File: config.mk
export PLATFORM = sky130hd
export DESIGN_NAME = uart_tx_io_flat
export DESIGN_NICKNAME = d
export VERILOG_FILES = /design/src/rtl/uart_pkg.sv /design/src/rtl/uart_tx_io_if.sv /design/src/rtl/uart_tx_fifo.sv /design/src/rtl/uart_tx_io.sv /design/src/flat_wrapper.sv
export SDC_FILE = /design/constraint.sdc
export NUM_CORES = 1
export LEC_CHECK = 0
export CAP_MARGIN = 20
export CORE_MARGIN = 2
export CORE_UTILIZATION = 58
export CTS_BUF_LIST = sky130_fd_sc_hd__clkbuf_4 sky130_fd_sc_hd__clkbuf_8 sky130_fd_sc_hd__clkbuf_16
export CTS_CLUSTER_SIZE = 14
export DETAILED_ROUTE_END_ITERATION = 6
export PLACE_DENSITY = 0.9
export SYNTH_ARGS = -nofsm -noshare
export SYNTH_HDL_FRONTEND = slang
export SYNTH_SLANG_ARGS = --single-unit
export TNS_END_PERCENT = 10
File: constraint.sdc
create_clock -name clk -period 3.8 [get_ports clk]
set_input_delay 0.95 -clock clk [delete_from_list [all_inputs] [get_ports clk]]
set_output_delay 0.95 -clock clk [all_outputs]
set_load 0.01 [all_outputs]
File: src/rtl/uart_pkg.sv
// Shared definitions for the memory-mapped UART transmitter.
//   - tx_state_e : transmit FSM state encoding
//   - ADDR_*     : I/O window offsets (DATA, STATUS)
//   - STAT_*     : bit positions inside the STATUS read word
//   - status_word: packs the STATUS read word from its three flags
package uart_pkg;

    typedef enum logic [2:0] {
        ST_IDLE   = 3'd0,
        ST_START  = 3'd1,
        ST_DATA   = 3'd2,
        ST_PARITY = 3'd3,
        ST_STOP   = 3'd4
    } tx_state_e;

    localparam logic [1:0] ADDR_DATA   = 2'b00;
    localparam logic [1:0] ADDR_STATUS = 2'b10;

    localparam int STAT_BUSY = 0;
    localparam int STAT_FULL = 1;
    localparam int STAT_OVF  = 2;

    function automatic logic [15:0] status_word(input logic ovf, input logic full,
                                                input logic busy);
        logic [15:0] w;
        w            = 16'h0000;
        w[STAT_OVF]  = ovf;
        w[STAT_FULL] = full;
        w[STAT_BUSY] = busy;
        return w;
    endfunction

endpackage

File: src/rtl/uart_tx_io_if.sv
// I/O bus bundle between the MemOrIO decode (master) and uart_tx_io (slave).
//   uarttxcs     chip select
//   uarttxwrite  write strobe, qualified by cs
//   uarttxread   read strobe, qualified by cs
//   uarttxaddr   2-bit offset (DATA / STATUS)
//   uarttxwdata  write byte
//   uarttxrdata  16-bit read data from the slave
//   dbg_state    current transmit FSM state, for observation only
//
// Handshake: there is no valid/ready pair. A transfer happens on every rising
// clk edge where uarttxcs is high together with uarttxwrite (write) or
// uarttxread (read); the slave never stalls. Read data is combinational and
// meaningful only while cs & read are high, 16'h0000 otherwise.
interface uart_tx_io_if;
    import uart_pkg::*;

    logic        uarttxcs;
    logic        uarttxwrite;
    logic        uarttxread;
    logic [1:0]  uarttxaddr;
    logic [7:0]  uarttxwdata;
    logic [15:0] uarttxrdata;
    tx_state_e   dbg_state;

    modport master (
        output uarttxcs, uarttxwrite, uarttxread, uarttxaddr, uarttxwdata,
        input  uarttxrdata, dbg_state
    );

    modport slave (
        input  uarttxcs, uarttxwrite, uarttxread, uarttxaddr, uarttxwdata,
        output uarttxrdata, dbg_state
    );

endinterface

File: src/rtl/uart_tx_fifo.sv
// Transmit byte buffer.
//   clk, rst : clock, asynchronous active-high reset (empties the buffer)
//   push     : write request; honoured when not full, or when full and popping
//   pop      : read request; honoured when not empty
//   wdata    : byte to store
//   rdata    : oldest stored byte (valid when !empty)
//   full     : DEPTH entries stored
//   empty    : nothing stored
// Pointers carry one extra wrap bit so full and empty are distinguishable.
// There is no bypass: a byte pushed on one edge is visible on rdata after it.
module uart_tx_fifo #(
    parameter int DEPTH = 8,
    parameter int WIDTH = 8
) (
    input  logic             clk,
    input  logic             rst,
    input  logic             push,
    input  logic             pop,
    input  logic [WIDTH-1:0] wdata,
    output logic [WIDTH-1:0] rdata,
    output logic             full,
    output logic             empty
);

    localparam int AW = $clog2(DEPTH);

    logic [WIDTH-1:0] mem_q [DEPTH];
    logic [AW:0]      wptr_q, wptr_d;
    logic [AW:0]      rptr_q, rptr_d;
    logic             push_ok;
    logic             pop_ok;

    assign empty = (wptr_q == rptr_q);
    assign full  = (wptr_q[AW] != rptr_q[AW]) && (wptr_q[AW-1:0] == rptr_q[AW-1:0]);

    // A pop on the same edge frees the slot, so a push into a full buffer is
    // still accepted when it coincides with a pop.
    assign pop_ok  = pop && !empty;
    assign push_ok = push && (!full || pop_ok);

    assign rdata = mem_q[rptr_q[AW-1:0]];

    always_comb begin
        wptr_d = wptr_q;
        rptr_d = rptr_q;
        if (push_ok) wptr_d = wptr_q + 1'b1;
        if (pop_ok)  rptr_d = rptr_q + 1'b1;
    end

    always_ff @(posedge clk or posedge rst) begin
        if (rst) begin
            wptr_q <= '0;
            rptr_q <= '0;
        end else begin
            wptr_q <= wptr_d;
            rptr_q <= rptr_d;
        end
    end

    always_ff @(posedge clk) begin
        if (push_ok) mem_q[wptr_q[AW-1:0]] <= wdata;
    end

endmodule

File: src/rtl/uart_tx_io.sv
// Memory-mapped UART transmitter (8N1, or 8E1 with UART_TX_PARITY_EN defined).
//   clk  : cpu clock
//   rst  : asynchronous active-high reset; aborts any frame immediately
//   bus  : uart_tx_io_if.slave - chip select, read/write strobes, offset,
//          write byte, read data, FSM state for observation
//   tx   : serial line, idle high, registered
// DATA offset write queues a byte (dropped with sticky overflow when full).
// STATUS offset write clears overflow; STATUS read = {13'b0, ovf, full, busy}.
// Build option: define UART_TX_PARITY_EN to append an even-parity bit after
// bit 7 (frame becomes 11 bit times instead of 10).
module uart_tx_io
    import uart_pkg::*;
#(
    parameter int CLK_FREQ_HZ = 23_000_000,
    parameter int BAUD        = 115_200,
    parameter int FIFO_DEPTH  = 8
) (
    input  logic          clk,
    input  logic          rst,
    uart_tx_io_if.slave   bus,
    output logic          tx
);

    localparam int DIV   = CLK_FREQ_HZ / BAUD;
    localparam int CNT_W = $clog2(DIV);
    localparam logic [CNT_W-1:0] CNT_LAST = CNT_W'(DIV - 1);

    tx_state_e        state_q, state_d;
    logic             tx_q, tx_d;
    logic [7:0]       shift_q, shift_d;
    logic [2:0]       bit_idx_q, bit_idx_d;
    logic [CNT_W-1:0] cnt_q, cnt_d;
    logic             overflow_q, overflow_d;
`ifdef UART_TX_PARITY_EN
    logic             parity_q, parity_d;
`endif

    logic       fifo_pop;
    logic       fifo_full;
    logic       fifo_empty;
    logic [7:0] fifo_rdata;
    logic       push_req;
    logic       clr_ovf;
    logic       bit_end;
    logic       busy;

    assign push_req = bus.uarttxcs && bus.uarttxwrite && (bus.uarttxaddr == ADDR_DATA);
    assign clr_ovf  = bus.uarttxcs && bus.uarttxwrite && (bus.uarttxaddr == ADDR_STATUS);
    assign bit_end  = (cnt_q == CNT_LAST);
    assign busy     = (state_q != ST_IDLE) || !fifo_empty;

    uart_tx_fifo #(
        .DEPTH (FIFO_DEPTH),
        .WIDTH (8)
    ) u_fifo (
        .clk   (clk),
        .rst   (rst),
        .push  (push_req),
        .pop   (fifo_pop),
        .wdata (bus.uarttxwdata),
        .rdata (fifo_rdata),
        .full  (fifo_full),
        .empty (fifo_empty)
    );

    always_comb begin
        state_d    = state_q;
        tx_d       = tx_q;
        shift_d    = shift_q;
        bit_idx_d  = bit_idx_q;
        cnt_d      = bit_end ? '0 : cnt_q + CNT_W'(1);
        overflow_d = overflow_q;
        fifo_pop   = 1'b0;
`ifdef UART_TX_PARITY_EN
        parity_d   = parity_q;
`endif

        case (state_q)
            ST_IDLE: begin
                cnt_d = '0;
                tx_d  = 1'b1;
                if (!fifo_empty) begin
                    fifo_pop = 1'b1;
                    state_d  = ST_START;
                    shift_d  = fifo_rdata;
                    tx_d     = 1'b0;
`ifdef UART_TX_PARITY_EN
                    parity_d = ^fifo_rdata;
`endif
                end
            end
            // The shift register is pre-shifted as each bit is launched, so
            // shift_q[0] always holds the next bit to put on the line.
            ST_START: begin
                if (bit_end) begin
                    state_d   = ST_DATA;
                    tx_d      = shift_q[0];
                    shift_d   = shift_q >> 1;
                    bit_idx_d = 3'd0;
                end
            end
            ST_DATA: begin
                if (bit_end) begin
                    if (bit_idx_q == 3'd7) begin
`ifdef UART_TX_PARITY_EN
                        state_d = ST_PARITY;
                        tx_d    = parity_q;
`else
                        state_d = ST_STOP;
                        tx_d    = 1'b1;
`endif
                    end else begin
                        bit_idx_d = bit_idx_q + 3'd1;
                        tx_d      = shift_q[0];
                        shift_d   = shift_q >> 1;
                    end
                end
            end
`ifdef UART_TX_PARITY_EN
            ST_PARITY: begin
                if (bit_end) begin
                    state_d = ST_STOP;
                    tx_d    = 1'b1;
                end
            end
`endif
            // Chain straight into the next start bit when more data waits,
            // so back-to-back frames have no idle gap.
            ST_STOP: begin
                if (bit_end) begin
                    if (!fifo_empty) begin
                        fifo_pop = 1'b1;
                        state_d  = ST_START;
                        shift_d  = fifo_rdata;
                        tx_d     = 1'b0;
`ifdef UART_TX_PARITY_EN
                        parity_d = ^fifo_rdata;
`endif
                    end else begin
                        state_d = ST_IDLE;
                        tx_d    = 1'b1;
                    end
                end
            end
            default: begin
                state_d = ST_IDLE;
                tx_d    = 1'b1;
                cnt_d   = '0;
            end
        endcase

        // A full-buffer write is dropped only if no pop frees a slot this edge.
        if (push_req && fifo_full && !fifo_pop) begin
            overflow_d = 1'b1;
        end else if (clr_ovf) begin
            overflow_d = 1'b0;
        end
    end

    always_ff @(posedge clk or posedge rst) begin
        if (rst) begin
            state_q    <= ST_IDLE;
            tx_q       <= 1'b1;
            shift_q    <= 8'h00;
            bit_idx_q  <= 3'd0;
            cnt_q      <= '0;
            overflow_q <= 1'b0;
`ifdef UART_TX_PARITY_EN
            parity_q   <= 1'b0;
`endif
        end else begin
            state_q    <= state_d;
            tx_q       <= tx_d;
            shift_q    <= shift_d;
            bit_idx_q  <= bit_idx_d;
            cnt_q      <= cnt_d;
            overflow_q <= overflow_d;
`ifdef UART_TX_PARITY_EN
            parity_q   <= parity_d;
`endif
        end
    end

    assign tx            = tx_q;
    assign bus.dbg_state = state_q;
    assign bus.uarttxrdata = (bus.uarttxcs && bus.uarttxread && (bus.uarttxaddr == ADDR_STATUS))
                             ? status_word(overflow_q, fifo_full, busy)
                             : 16'h0000;

endmodule
File: src/flat_wrapper.sv
// flat-port wrapper written by rule: the top's interface ports become plain ports
module uart_tx_io_flat import uart_pkg::*;
#(
    parameter int CLK_FREQ_HZ = 23_000_000,
    parameter int BAUD        = 115_200,
    parameter int FIFO_DEPTH  = 8
)
  (clk, rst, tx, bus_uarttxcs, bus_uarttxwrite, bus_uarttxread, bus_uarttxaddr, bus_uarttxwdata, bus_uarttxrdata, bus_dbg_state);
  uart_tx_io_if bus_i ();
  input  logic clk;
  input  logic rst;
  output logic tx;
  input wire logic [$bits(bus_i.uarttxcs)-1:0] bus_uarttxcs;
  input wire logic [$bits(bus_i.uarttxwrite)-1:0] bus_uarttxwrite;
  input wire logic [$bits(bus_i.uarttxread)-1:0] bus_uarttxread;
  input wire logic [$bits(bus_i.uarttxaddr)-1:0] bus_uarttxaddr;
  input wire logic [$bits(bus_i.uarttxwdata)-1:0] bus_uarttxwdata;
  output wire logic [$bits(bus_i.uarttxrdata)-1:0] bus_uarttxrdata;
  output wire logic [$bits(bus_i.dbg_state)-1:0] bus_dbg_state;
  assign bus_i.uarttxcs = bus_uarttxcs;
  assign bus_i.uarttxwrite = bus_uarttxwrite;
  assign bus_i.uarttxread = bus_uarttxread;
  assign bus_i.uarttxaddr = bus_uarttxaddr;
  assign bus_i.uarttxwdata = bus_uarttxwdata;
  assign bus_uarttxrdata = bus_i.uarttxrdata;
  assign bus_dbg_state = bus_i.dbg_state;
  uart_tx_io #(.CLK_FREQ_HZ(CLK_FREQ_HZ), .BAUD(BAUD), .FIFO_DEPTH(FIFO_DEPTH)) u_core (.clk(clk), .rst(rst), .bus(bus_i), .tx(tx));
endmodule
[Word level (Yosys, flattened, before mapping)]
Memories as Yosys holds them, arrays and structs flattened.
Index checks and enable logic that the tools add are counted.
Cells by class
  $add $sub $neg: 4
  multiplexer cells: 33
  reductions and logical operators: 26
  equal/unequal tests: 15
Operator list (number)
  two-way mux 8 bit: 7
  one-hot mux 8 bit (4 select lines): 1
  two-way mux 3 bit: 9
  two-way mux 1 bit: 12
  one-hot mux 3 bit (4 select lines): 1
  logical AND 1 bit: 10
  AND reduction 5 bit: 2
  adder 4 x 1 -> 4 bit (second input constant): 2
  adder 8 x 1 -> 8 bit (second input constant): 1
  == test 8 bit (second input constant): 1
  != test 2 x 1 -> 1 bit (second input constant): 4
  == test 3 bit (second input constant): 2
  one-hot mux 3 bit (2 select lines): 1
  == test 4 bit: 1
  != test 2 bit (second input constant): 2
  one-hot mux 1 bit (4 select lines): 1
  AND reduction 4 bit: 1
  nonzero test 2 bit: 2
  nonzero test 4 bit: 1
  adder 3 x 1 -> 3 bit (second input constant): 1
  == test 3 x 1 -> 1 bit (second input constant): 1
  == test 3 x 2 -> 1 bit (second input constant): 1
  == test 3 bit: 1
  zero test 1 bit: 3
  other kinds (9): 10
Storage, ports and cells
  flip-flop bits (word level): 32
  memories kept: 1
  memory bits (writable): 64
  bits of input ports: 15
Memories
  u_core.u_fifo.mem_q: words 8, width 8, rd ports 1, clocked after memory_dff 0, wr ports 1, line uart_tx_fifo.sv:27  | logic [WIDTH-1:0] mem_q [DEPTH];

[Depth between registers and ports, before layout]
  depth after elaboration: 9
  gate-level depth with buffers: 8
  mapped depth without buffers: 7

[By module]
From an unflattened synthesis, not the netlist that was laid out.
Second synthesis, totals
  cells, all modules: 280
  area total of the unflattened synthesis: 4419.2 µm²
Modules (own cells, without submodules)
  uart_tx_fifo: area each 2977.9 µm², instances 1, seq. area each 2122.0 µm², cells each 151
  uart_tx_io: area each 1441.4 µm², instances 1, seq. area each 601.8 µm², cells each 129

[Least setup slack after synthesis]
No wires, ideal clock.
  kind: flip-flop to flip-flop
  start point: register u_core.cnt_q[0]
  end point: memory u_core.u_fifo.mem_q[0][0], enable pin
  path slack: 0.908 ns
  data required time: 3.405 ns
  period minus slack after synthesis: 2.892 ns
  setup time: 0.395 ns
  cell stages (with the launch flop): 9
  arrival time: 2.497 ns
  cell sequence: dfrtp_1 > inv_1 > ha_1 > nand4b_4 > o41ai_4 > a21oi_2 > or3_1 > buf_6 > nor4_1
On the way
  cells in the longest elaborated chain, start to end: 8
Ends and longest elaborated chain
  start, declared: line uart_tx_io.sv:32  | logic [CNT_W-1:0] cnt_q, cnt_d;
  start signal, assigned: line uart_tx_io.sv:176  | cnt_q <= cnt_d;
  == test 8 bit: line uart_tx_io.sv:49  | assign bit_end = (cnt_q == CNT_LAST);
  two-way mux 1 bit: line uart_tx_io.sv:130  | if (bit_end) begin
  one-hot mux 1 bit (2 select lines): line uart_tx_io.sv:78  | case (state_q)
  logical AND 1 bit: line uart_tx_fifo.sv:38  | assign pop_ok = pop && !empty;
  logical OR 1 bit: line uart_tx_fifo.sv:39  | assign push_ok = push && (!full || pop_ok);
  logical AND 1 bit: line uart_tx_fifo.sv:39
  two-way mux 1 bit: line uart_tx_fifo.sv:61  | if (push_ok) mem_q[wptr_q[AW-1:0]] <= wdata;
  two-way mux 1 bit (implied by the code): line uart_tx_fifo.sv:61
  end, declared: line uart_tx_fifo.sv:27
Every way passes these cells.

[Final worst setup path]
  start point: input bus_uarttxcs
  end point: output bus_uarttxrdata[0]
On the way
  cells in the longest elaborated chain, start to end: 3
Ends and longest elaborated chain
  start, declared: line flat_wrapper.sv:13  | input wire logic [$bits(bus_i.uarttxcs)-1:0] bus_uarttxcs;
  logical AND 1 bit (2 in series): line uart_tx_io.sv:186  | assign bus.uarttxrdata = (bus.uarttxcs && bus.uarttxread && (bus.uarttxaddr == ADDR_STATUS))
  two-way mux 3 bit: line uart_tx_io.sv:187  | ? status_word(overflow_q, fifo_full, busy)
  end, declared: line flat_wrapper.sv:18  | output wire logic [$bits(bus_i.uarttxrdata)-1:0] bus_uarttxrdata;
Every way passes these cells.

==> run metrics <==
M1 wire length=between 2000 and 3000 um; Synth top area share=between 40% and 50%; gr ovfl total=0; hold buffers post-CTS=0; clock latency on the worst-skew pair=roughly 0.36 ns; most used cell along the critical path=clkdlybuf4s50_1; RSZ-0062 raised after global routing=false; TritonCTS clock tree=done; Arr. time, crit path=2.40 ns; clk slew on worst S/H paths=0.09 ns; final hold viol count=0; routed wire length=between 7000 and 8000 um; Worst Clk Skew=0.0106 ns; Resize count post-CTS=0; Leakage Power=1.79 nW; H-tree depth=3; Synth Instances=282; count of endpoints failing setup in the final report=0; port buffer count=21; Total GRT Usage=18.9%; slowest stage delay, CP=0.54 ns; Worst setup EP type=output port; cts bufs inserted=9; Iter 0 DRT Violations=76; global-route wire length before repair=11600 um; f_max=around 300 MHz; Die Ht=89.8 um; design area=0.00475 mm^2; Critical Path Start Type=input pin; post-synth cell types=between 40 and 50; reg-to-reg startpoint=u_core.cnt_q[0]; Hold EP=u_core.u_fifo.rptr_q[3]; fin util=66.3%; aggregate negative setup slack=0 ns; pin count of the biggest net entering global routing=33; Clock Path Buffers=2; CP Cell Sequence=clkdlybuf4s50_1 > nor2b_1 > nand3_1 > nor2_1 > clkdlybuf4s50_1; DP Area=0.00455 mm^2; Die W=89.8 um; Slew Viols, Final=0; CP Buf/Inv Count=2; layout cell share with drive strength beyond 1=about a fifth; top-count cell post-synth=edfxtp_1; Syn-to-layout area delta=11.4%; min Tclk post-route=3.35 ns; R2R Setup Slk=1.01 ns; antenna violations before repair=0; hold depth=1; status=completed; top cells by area, synth=edfxtp_1 45%, dfrtp_1 18%, mux4_2 8.4%; setup slack at placement=0.451 ns; Routed Antenna Nets=0; maxcap violations=0; synthesized area=0.00427 mm^2; WP data required=2.85 ns; met2 wire length=3660 um; CTS Sinks=96; FF-to-FF path depth=7; Antenna diodes=0; top sig layer=met4; FFs w/ async S/R, synth=33.3%; Synth top cells by count=64 x edfxtp_1, 31 x dfrtp_1, 26 x nor2_1; Peak VDD IR=0.404 mV; WS Path Type=input pin to output port; sequential element share of the synthesized area=between 60% and 70%; Top FF cell, synth=edfxtp_1; Die ar.=slightly above 0.008 mm^2; DR vias=2331; fillers=around 510; vias in the first global route=2300; met3 WL=407 um; Top Ports=35; WL/cell=17.3 um; syn avg cell area=15.1 um^2; HPWL Detailed=4640 um; post-CTS setup buffer count=0; final setup margin=0.454 ns; leading area contributor after synthesis=edfxtp_1; Max FO, Critical Path=3; worst min-delay path class=register to register; clk root buf=clkbuf_8; hold_sp=u_core.u_fifo.rptr_q[3]; Nets=330; pwr dens=658 mW/mm^2; row cnt=31; delay-heaviest family, CP=buffers and inverters; CORE AREA=0.00718 mm^2; Slew HR=55.0%; Detailed Routing Iterations Pass 1=4; drc violations=0; Final GP Congestion=between 0.7 and 0.8; RR Endpoint=u_core.shift_q[6]; Seq cells post-synth=96; vias per std cell=5.64; fin crit share=88.1%; Post-synth EDFFs=64; CP max stage cell=clkdlybuf4s50_1; Starting Density=59.5%; synth warn=0; Slew @ Worst Pin=0.673 ns
[worst max path at each step]
stage                                  from                        end  slack [ns]  cells after the start
floorplan                   u_core.cnt_q[0]  u_core.u_fifo.mem_q[0][0]        0.91                      8
global placement               bus_uarttxcs         bus_uarttxrdata[0]        0.51                      5
global route        u_core.u_fifo.rptr_q[1]         bus_uarttxrdata[0]        0.36                      5
finish                         bus_uarttxcs         bus_uarttxrdata[0]        0.45                      5
detailed placement             bus_uarttxcs         bus_uarttxrdata[0]        0.45                      5
CTS                            bus_uarttxcs         bus_uarttxrdata[0]        0.45                      5
[metrics by stage]
| stage | hold slack (ns) | power (W) | cells |
|---|---|---|---|
| after detailed placement | 0.480 | 0.00248 | 397 |
| after CTS | 0.498 | 0.00316 | 413 |
| after floorplan | 0.461 | 0.00226 | 294 |
| after global routing | 0.511 | 0.00331 | 413 |
| after global placement | 0.476 | 0.00243 | 397 |
| final | 0.501 | 0.00313 | 413 |
[flip-flops by register name (all words and copies together), names as in the netlist]
name and cells:
u_core.u_fifo.mem_q 64, u_core.tx 1, u_core.bus.dbg_state 3, u_core.shift_q 8, u_core.overflow_q 1, u_core.cnt_q 8, u_core.u_fifo.rptr_q 4, u_core.u_fifo.wptr_q 4
u_core.bit_idx_q 3
[cell type report]
cell class              count  area, um^2  share of cell area (%)
inverters                   8        30.0                   0.632
multi-input cells         163        1390                    29.2
repair buffers             31         285                    6.00
flip-flops and latches     96        2720                    57.3
well taps                  99         124                    2.61
clock buffers              11         139                    2.92
clock inverters             5        63.8                    1.34
[metal layers]
metal  track usage (%)  vias to the layer above
met5                 0                        -
met4              5.38                        0
met3              6.12                       16
met2              31.4                       71
met1              24.3                     1165
li1                  -                     1079
[cells in the final DEF (no fill, tap or decap), types with 2 or more instances in the layout]
cell type,synthesis,final
a21o_1,2,2
a21oi_1,12,12
a22o_1,5,5
and3_1,2,2
buf_4,15,10
clkbuf_4,0,2
clkbuf_8,0,9
clkdlybuf4s50_1,0,21
conb_1,1,13
dfrtp_1,31,31
edfxtp_1,64,64
ha_1,6,6
inv_1,7,7
inv_6,0,2
mux2_2,9,9
mux2i_1,8,8
mux4_2,16,16
nand2_1,3,3
nand2b_1,4,4
nand3_1,8,8
nand4_1,2,2
nor2_1,26,26
nor2b_1,2,2
nor3_1,6,6
nor4_1,2,2
o21ai_0,2,2
or4_1,2,2
xnor2_1,9,9
xor2_1,7,7
[power by group]
part / internal, W / total (W) / switching, W
clock: 0.000325 / 0.000675 / 0.000350
sequential: 0.00126 / 0.00142 / 0.000162
combinational: 0.000526 / 0.00103 / 0.000509
[cell families (layout without fill, tap and decap cells)]
logic type	after synthesis	after routing	share of synthesized area, %
compound gates	28	28	4.75
xor+xnor	16	16	3.28
fa+ha+maj	6	6	1.76
buf+inv	35	55	4.72
flops	96	96	63.8
mux	34	34	13.0
other cells	1	13	0.0878
simple gates	66	66	8.56
No activity file was read; power rests on OpenSTA's default activity.
==> RTL edit, RTL diff (same settings) <==
Encoding of `tx_state_e`: now Gray code (3 bits for 5 states).
--- a/src/rtl/uart_pkg.sv
+++ b/src/rtl/uart_pkg.sv
@@ -6,11 +6,11 @@
 package uart_pkg;
 
     typedef enum logic [2:0] {
-        ST_IDLE   = 3'd0,
-        ST_START  = 3'd1,
-        ST_DATA   = 3'd2,
-        ST_PARITY = 3'd3,
-        ST_STOP   = 3'd4
+        ST_IDLE   = 3'b000,
+        ST_START  = 3'b001,
+        ST_DATA   = 3'b011,
+        ST_PARITY = 3'b010,
+        ST_STOP   = 3'b110
     } tx_state_e;
 
     localparam logic [1:0] ADDR_DATA   = 2'b00;
Check against the original RTL: same outputs for any inputs over 10 cycles, from zero or initial values and one cycle with rst high; not proved beyond that.
==> RTL edit against the original RTL <==
First-iteration DRC count increased by 54%. Final area fell by 0.11%. Sequential cell count unchanged. Sequential power about the same. Total power decreased by 14%. Setup slack got worse by 0.046 ns. Global-route usage is 0.53 points higher. Area after synthesis is 0.76% higher. Sequential share of layout area grew 0.060 points. Routed wire length grew 2.1%. Non-clock buffer count is 5 lower. Critical endpoint unchanged. Highest routed layer unchanged.
==> RTL edit: results (changes against the original RTL) <==
stage,metric,value,unit,change
grt,global-route met1 utilization,26.3,%,+2.0 points
setup_path,CP top delay family,flip-flops,,
power,"IR drop worst, VDD",0.000375,V,-7.2%
placement,pre-CTS setup slack,0.515,ns,+0.0636 ns
placement,area post-placement,0.00456,mm^2,+0.25%
setup_path,CP Max Fanout,13,,+10
drt,Routed WL per cell,17.9,um,+3.6%
power,switching pwr,838,uW,-18%
placement,Cells after DPL,391,,-1.5%
synthesis,top post-synthesis cells by count,"edfxtp_1 (64), dfrtp_1 (31), mux4_2 (16)",,
grt,met2 global-route usage,31.8,%,+0.39 points
grt,global-route wire length before repair,12.3,mm,+5.5%
setup_path,Crit-path slowest cell,dfrtp_1,,
cells_and_area,layout cell share with drive strength beyond 1,19.2,%,-0.27 points
power,leakage,1.78,nW,-0.76%
grt,GRT Overall Usage,19.5,%,+0.53 points
drt,DR vias,2382,,+2.2%
synthesis,Post-Synthesis Cells,281,,-0.35%
run_status,status,finished clean,,
grt,met3 Use GR,4.44,%,-1.7 points
cells_and_area,Final nets,324,,-1.8%
drt,Iter 0 DRT Violations,117,,+54%
synthesis,ranking of synthesized cells by area,"edfxtp_1 (45%), dfrtp_1 (18%), mux4_2 (8.4%), mux2_2 (2.9%), buf_4 (2.3%)",,
synthesis,post-synth cell types,50,,+2.0%
setup_path,CP Data Arrival Time,2.44,ns,+0.04 ns
placement,gp weighted congestion,0.766,,-1.5%
sta,Fin Clk Skew,0.0111,ns,+0.000479 ns
setup_path,Worst path max stage delay,0.75,ns,+0.21 ns
setup_path,worst r2r path cells,6,,-1
-- RTL edit: cell type report --
class                   count  area (um^2)  share of cell area [%]
repair buffers             26          248                    5.22
clock buffers               9          124                    2.61
clock inverters             7         62.6                    1.32
multi-input cells         164         1450                    30.4
well taps                  99          124                    2.61
inverters                   6         22.5                   0.474
flip-flops and latches     96         2720                    57.3
-- RTL edit: kinds of logic after synthesis --
kind of cell             share of synthesized area, %
AO/OA/AOI/OAI                                    4.92
XOR/XNOR                                         3.26
adder cells (fa/ha/maj)                          1.75
buffers and inverters                            4.13
flip-flops                                       63.3
multiplexers                                     13.5
other                                          0.0872
AND/OR/NAND/NOR                                  9.08
-- RTL edit: final timing paths --
path	start	endpoint	slack, ns
worst max-delay path	u_core.u_fifo.rptr_q[1]	bus_uarttxrdata[0]	0.41
worst min-delay path	u_core.u_fifo.wptr_q[3]	u_core.u_fifo.wptr_q[3]	0.50
worst max register to register	u_core.cnt_q[0]	u_core.u_fifo.mem_q[2][4]	1.24
worst min register to register	u_core.u_fifo.wptr_q[3]	u_core.u_fifo.wptr_q[3]	0.50
max in group asynchronous	rst	u_core.tx	2.49
min in group asynchronous	rst	u_core.u_fifo.rptr_q[0]	0.98
-- RTL edit: per-stage QoR --
stage	hold slack [ns]	utilization [%]
finish	0.504	65.8
global route	0.518	65.8
CTS	0.502	65.8
detailed placement	0.485	63.3
global placement	0.476	63.3
floorplan	0.462	-
-- RTL edit: power by group through the flow --
stage / Sequential [mW] / Combinational, mW / Clock, mW
after CTS: 1.42 / 0.642 / 0.648
after global placement: 1.43 / 0.609 / 0
after detailed placement: 1.44 / 0.640 / 0
after floorplan: 1.35 / 0.564 / 0
after global routing: 1.45 / 0.702 / 0.693
final: 1.42 / 0.634 / 0.638
-- RTL edit: routing by layer --
metal / vias up / routed length, um
met4: 0 / 85
li1: 1083 / -
met2: 52 / 3730
met1: 1237 / 3220
met5: - / 0
met3: 10 / 253
